`config.mk`:
```
export PLATFORM = sky130hd
export DESIGN_NAME = uart_tx_frame_arbiter
export DESIGN_NICKNAME = d
export VERILOG_FILES = /design/src/rtl/uart_tx_frame_arbiter.sv
export SDC_FILE = /design/constraint.sdc
export NUM_CORES = 1
export LEC_CHECK = 0
export BUFFER_PORTS_ARGS = -buffer_cell sky130_fd_sc_hd__buf_2
export CORE_MARGIN = 1.5
export CORE_UTILIZATION = 50
export CTS_CLUSTER_DIAMETER = 80
export CTS_CLUSTER_SIZE = 25
export DETAILED_ROUTE_END_ITERATION = 16
export PLACE_DENSITY_LB_ADDON = 0.08
export SLEW_MARGIN = 20
export SYNTH_ARGS = -nofsm -noshare
export SYNTH_HDL_FRONTEND = slang
export SYNTH_SLANG_ARGS = --single-unit
```
`constraint.sdc`:
```
create_clock -name clk_i -period 5.2 [get_ports clk_i]
set_clock_uncertainty 0.15 [all_clocks]
set_input_delay 0.26 -clock clk_i [delete_from_list [all_inputs] [get_ports clk_i]]
set_output_delay 0.26 -clock clk_i [all_outputs]
set_load 0.02 [all_outputs]
```
`src/rtl/uart_tx_frame_arbiter.sv`:
```
// uart_tx_frame_arbiter: round-robin arbiter sequencing 2-byte UART frames from NUM_REQ requesters
module uart_tx_frame_arbiter #(
   parameter int NUM_REQ        = 4,
   parameter int GAP_CYCLES     = 16,
   parameter int TIMEOUT_CYCLES = 2000000
) (
   input  logic                       clk_i,
   input  logic                       reset_i,
   input  logic [NUM_REQ-1:0]         req_i,
   input  logic [8*NUM_REQ-1:0]       req_byte_one_i,
   input  logic [8*NUM_REQ-1:0]       req_byte_two_i,
   output logic [NUM_REQ-1:0]         ack_o,
   output logic                       tx_enable_o,
   output logic [7:0]                 tx_byte_one_o,
   output logic [7:0]                 tx_byte_two_o,
   input  logic                       tx_done_i,
   output logic                       busy_o,
   output logic [$clog2(NUM_REQ)-1:0] grant_id_o,
   output logic                       timeout_err_o
);
   localparam int IW = $clog2(NUM_REQ);
   localparam int TW = $clog2(TIMEOUT_CYCLES + 1);
   localparam int GW = $clog2(GAP_CYCLES + 1);
   localparam logic [IW:0]   NR    = (IW+1)'(NUM_REQ);
   localparam logic [TW-1:0] TLAST = TW'(TIMEOUT_CYCLES - 1);
   localparam logic [GW-1:0] GLAST = GW'(GAP_CYCLES - 1);
   typedef enum logic [2:0] {IDLE, LAUNCH, W1_HI, W1_LO, W2_HI, W2_LO, GAP} state_t;
   state_t              state_q, wnext_d;
   logic [IW-1:0]       ptr_q, ptr_d, gnt_d, grant_q;
   logic [IW:0]         idx_d;
   logic                found_d, tx_enable_q, busy_q, terr_q;
   logic [TW-1:0]       tcnt_q;
   logic [GW-1:0]       gcnt_q;
   logic [NUM_REQ-1:0]  ack_q, onehot_d;
   logic [7:0]          b1_q, b2_q;
   // Pick the first pending request at or above the RR pointer (wrapping) and the wait-state successor
   always_comb begin
      found_d = 1'b0;
      gnt_d = '0;
      idx_d = '0;
      for (int k = 0; k < NUM_REQ; k++) begin
         idx_d = {1'b0, ptr_q} + (IW+1)'(k);
         idx_d = idx_d >= NR ? idx_d - NR : idx_d;
         if (!found_d && req_i[idx_d[IW-1:0]]) begin
            found_d = 1'b1;
            gnt_d = idx_d[IW-1:0];
         end
      end
      ptr_d = ({1'b0, gnt_d} == NR - 1'b1) ? '0 : gnt_d + 1'b1;
      onehot_d = {{(NUM_REQ-1){1'b0}}, 1'b1} << grant_q;
      wnext_d = state_q == W1_HI ? (tx_done_i ? W1_LO : W1_HI) :
                state_q == W1_LO ? (!tx_done_i ? W2_HI : W1_LO) :
                state_q == W2_HI ? (tx_done_i ? W2_LO : W2_HI) : state_q;
   end
   // Frame sequencer: grant, launch, follow tx_done through both bytes, ack, then enforce the idle gap
   always_ff @(posedge clk_i or posedge reset_i) begin
      if (reset_i) begin
         state_q <= IDLE;
         ptr_q <= '0;
         grant_q <= '0;
         tcnt_q <= '0;
         gcnt_q <= '0;
         ack_q <= '0;
         tx_enable_q <= 1'b0;
         busy_q <= 1'b0;
         terr_q <= 1'b0;
         b1_q <= '0;
         b2_q <= '0;
      end else begin
         ack_q <= '0;
         tx_enable_q <= 1'b0;
         case (state_q)
            IDLE: if (found_d) begin
               state_q <= LAUNCH;
               tx_enable_q <= 1'b1;
               busy_q <= 1'b1;
               grant_q <= gnt_d;
               ptr_q <= ptr_d;
               b1_q <= req_byte_one_i[{gnt_d, 3'b000} +: 8];
               b2_q <= req_byte_two_i[{gnt_d, 3'b000} +: 8];
            end
            LAUNCH: begin
               tcnt_q <= TW'(1);
               state_q <= W1_HI;
            end
            GAP: if (gcnt_q == GLAST) begin
               busy_q <= 1'b0;
               state_q <= IDLE;
            end else gcnt_q <= gcnt_q + 1'b1;
            default: if (state_q == W2_LO && !tx_done_i) begin
               ack_q <= onehot_d;
               terr_q <= 1'b0;
               gcnt_q <= '0;
               state_q <= GAP;
            end else if (tcnt_q == TLAST) begin
               ack_q <= onehot_d;
               terr_q <= 1'b1;
               gcnt_q <= '0;
               state_q <= GAP;
            end else begin
               tcnt_q <= tcnt_q + 1'b1;
               state_q <= wnext_d;
            end
         endcase
      end
   end
   assign ack_o = ack_q;
   assign tx_enable_o = tx_enable_q;
   assign tx_byte_one_o = b1_q;
   assign tx_byte_two_o = b2_q;
   assign busy_o = busy_q;
   assign grant_id_o = grant_q;
   assign timeout_err_o = terr_q;
endmodule

```
==> results.cfg <==
[die]
design.die.area_um2 = 7420
initial_utilization_pct = 51.2
floorplan.rows = 30
die_height_um = 86.2
coreArea_um2 = 6760
ioPinCount = 96
die_w_um = 86.2

[setup_path]
crit_arrival_ns = 2.93
reg2reg_setup_slack_ns = 2.31
setup.worst_path.start = ptr_q[1]
endpoint_kind = register
critical_path.max_fanout = 22
critPathSlowestCell = sky130_fd_sc_hd__nand3_2
timing.critical_path.required_ns = 5.25
crit_cells = 5
worst-r2r-cell-count = 5
rr_startpoint = ptr_q[1]
classification_of_the_worst_setup_path = reg2reg
timing.critical_path.to = tx_byte_one_o[3]
critPathLaunchType = register
cell_class_contributing_the_biggest_share_of_worst_path_delay = simple AND/OR/NAND/NOR gates
critPathBufInv = 0
regToRegEndpoint = tx_byte_one_o[3]
worstPathCellList = mux2i_1 -> or2_1 -> nand3_2 -> mux2_1 -> a221o_1
timing.critical_path.slowest_cell_delay_ns = 0.61

[detailed_routing]
initialDrtViolationCount = 127
drc_errors = 0
num_vias = 3094
drtAntennaViolNets = 0
routed_wirelength_mm = 8.28
vias_per_cell = 5.92
wl_per_cell_um = 15.8
drt_pre_antenna_iters = 4

[global_route]
groute.layer.met3.usage_pct = 4.23
grt_use_met1_pct = 32.0
antenna_found_initial = 0
met2_usage_pct = 36.1
wire_length_of_the_first_global_routing_pass_mm = 13.8
grt_max_degree = 57
grt_pass1_vias = 2979
gr-total-overflow = 0
track_usage_pct = 22.8
grt-busiest-layer = met2

[cells_and_area]
multi_input_combinational_cell_area_um2 = 1870
final_util_pct = 59.1
layout-area-overhead-vs-synth_pct = 15.4
fillCellCount = 597
total_inserted_antenna_cells = 0
seq_area_um2 = 1400
design_area_um2 = 3990
layout-drive-gt1-share_pct = 27.1
nets = 517

[worst_hold_path]
hold_path_class = in2async

[sta]
worst_slew_pin_slew_ns = 0.856
final-max-slew-violation-count = 0
whs_ns = -0.0239
max_freq_mhz = 347
hold_violations = 30
post-route-min-period_ns = 2.89
setup_viol = 0
layout_worst_path_cycle_share_pct = 55.5
timing.max_slew.rel_slack_pct = 42.1
unrepaired_setup_endpoints_after_global_routing = no
finalSetupTns_ns = 0

[synth]
synthesis.area_um2 = 3460
syn-mean-instance-area_um2 = 9.47
ys_dominant_reg_cell = sky130_fd_sc_hd__dfrtp_1
synth.yosys.seq_area_share_pct = 40.5
synth.lib_cells_used.distinct = 59
synth_edf_count = 0
synth.area.top_cells = sky130_fd_sc_hd__dfrtp_1 (41%), sky130_fd_sc_hd__nor2_1 (3.4%), sky130_fd_sc_hd__a211oi_1 (3.0%), sky130_fd_sc_hd__a21oi_1 (3.0%), sky130_fd_sc_hd__xnor2_1 (3.0%)
syn_inst = 365
async_flop_share_pct = 100
ys_seq_elements = 56
ys_warn_count = 0
synth_largest_area_cell = sky130_fd_sc_hd__dfrtp_1
synth_fp_nets = 439
post-synth-top-area-fraction_pct = 40.5

[placement]
postPlaceCellArea_um2 = 3910
globalplace.congestion = 0.839
buffer_ports.inserted = 95
placed_wire_length_estimate_mm = 5.96

[pwr]
total_switching_power_mw = 0.800
pwr-share-comb_pct = 47.0
power.share.sequential_pct = 39.7
power.internal_mw = 1.02
power-per-cell-area_nw_per_um2 = 456
vdd.ir_drop.worst_uv = 297
netSwitchingFraction_pct = 43.9
static_leakage_power_nw = 1.83
clockPowerShare_pct = 13.3

[clock_tree]
worstSkewPairLatency_ns = 0.31
clock_path_buffers = 2
clock_tree.root_cell = sky130_fd_sc_hd__clkbuf_8
clk_pin_slew_ns = 0.10
post-cts-setup-buffers = 0
cts_resized = 0
number_of_buffers_added_by_the_clock_tree_synthesis_step = 5
cts_hold_buffers = 0
maximum_level_of_the_cts_h_tree = 2
tritoncts = built
clock_sink_count = 56

[run_status]
run_status = finished with violations
failed_checks = hold timing

[flow_run]
cap_violations = 0
==> power by group through the flow <==
stage	registers (mW)	clock network, mW	logic (mW)
5_1_grt	0.748	0.266	0.946
2_1_floorplan	0.750	0	0.639
6_report	0.724	0.242	0.855
3_3_place_gp	0.724	0	0.843
3_5_place_dp	0.726	0	0.865
4_1_cts	0.723	0.251	0.863
==> sequential cells by signal, summed over array words and instances (netlist names) <==
register,flops
tcnt_q,21
tx_byte_one_o,8
tx_byte_two_o,8
gcnt_q,5
ack_o,4
state_q,3
grant_id_o,2
ptr_q,2
busy_o,1
timeout_err_o,1
tx_enable_o,1
==> how the worst min path moves through the flow <==
stage	slack [ns]	endpoint	cells after the start
global placement	0.34	gcnt_q[4]	1
global route	0.05	tx_byte_one_o[6]	3
floorplan	0.32	gcnt_q[4]	1
detailed placement	0.34	gcnt_q[4]	1
finish	-0.02	tcnt_q[17]	3
CTS	0.01	tcnt_q[18]	3
==> through the flow <==
stage / setup slack, ns / total power, mW / cells / hold slack (ns)
global route: 2.14 / 1.96 / 523 / 0.0527
detailed placement: 2.35 / 1.59 / 516 / 0.342
CTS: 2.34 / 1.84 / 523 / 0.0111
floorplan: 2.92 / 1.39 / 365 / 0.316
finish: 2.31 / 1.82 / 523 / -0.0239
global placement: 2.47 / 1.57 / 516 / 0.337
==> final cells by class <==
class | count | area share, %
clock inverters | 2 | 0.408
well taps | 80 | 2.51
clock buffers | 5 | 1.72
inverters | 14 | 1.38
flip-flops and latches | 56 | 35.1
repair buffers | 96 | 12.1
multi-input cells | 270 | 46.8
==> synthesized netlist by cell type, drive strengths merged, types with 4 or more instances <==
| cell | instances |
|---|---|
| and2 | 4 |
| a31oi | 6 |
| o31ai | 10 |
| inv | 14 |
| xnor2 | 12 |
| nand3 | 10 |
| dfrtp | 56 |
| a211oi | 14 |
| nor4 | 7 |
| nand2 | 19 |
| o21ai | 12 |
| o211ai | 5 |
| nor2 | 33 |
| nand2b | 5 |
| buf | 13 |
| mux2 | 11 |
| or3 | 8 |
| clkbuf | 12 |
| a221o | 10 |
| nand4 | 14 |
| a21oi | 21 |
| mux2i | 8 |
| nor3 | 7 |
| and4 | 10 |
| and3 | 4 |
==> logic make-up (layout without fill, tap and decap cells) <==
logic type,Yosys count,count (layout),synth area share (%)
adder cells (fa/ha/maj),3,3,1.09
AO/OA/AOI/OAI,99,99,20.6
buffers and inverters,39,117,5.54
XOR/XNOR,15,15,3.80
flip-flops,56,56,40.5
multiplexers,19,19,5.90
AND/OR/NAND/NOR,134,134,22.5
==> layer usage <==
layer / wire length (um) / vias to the layer above
li1: - / 1528
met1: 3820 / 1469
met2: 3930 / 83
met3: 377 / 14
met4: 148 / 0
met5: 0 / -
==> tightest hold or removal path: stages <==
cell and delay (ns):
sky130_fd_sc_hd__buf_2 0.10, sky130_fd_sc_hd__inv_2 0.03, sky130_fd_sc_hd__buf_4 0.55
==> layout by cell type, fill, tap and decap left out, types with 9 or more instances in the layout <==
| master | Yosys | routed |
|---|---|---|
| sky130_fd_sc_hd__o21ai_0 | 11 | 11 |
| sky130_fd_sc_hd__xnor2_1 | 12 | 12 |
| sky130_fd_sc_hd__a211oi_1 | 14 | 14 |
| sky130_fd_sc_hd__o31ai_1 | 10 | 10 |
| sky130_fd_sc_hd__inv_1 | 12 | 11 |
| sky130_fd_sc_hd__nand4_1 | 14 | 14 |
| sky130_fd_sc_hd__nand2_1 | 19 | 19 |
| sky130_fd_sc_hd__nand3_1 | 9 | 9 |
| sky130_fd_sc_hd__dfrtp_1 | 56 | 56 |
| sky130_fd_sc_hd__a221o_1 | 10 | 10 |
| sky130_fd_sc_hd__buf_2 | 4 | 95 |
| sky130_fd_sc_hd__a21oi_1 | 21 | 21 |
| sky130_fd_sc_hd__and4_1 | 10 | 10 |
| sky130_fd_sc_hd__nor2_1 | 31 | 31 |
Note: power is estimated with default switching activity, not from simulation.
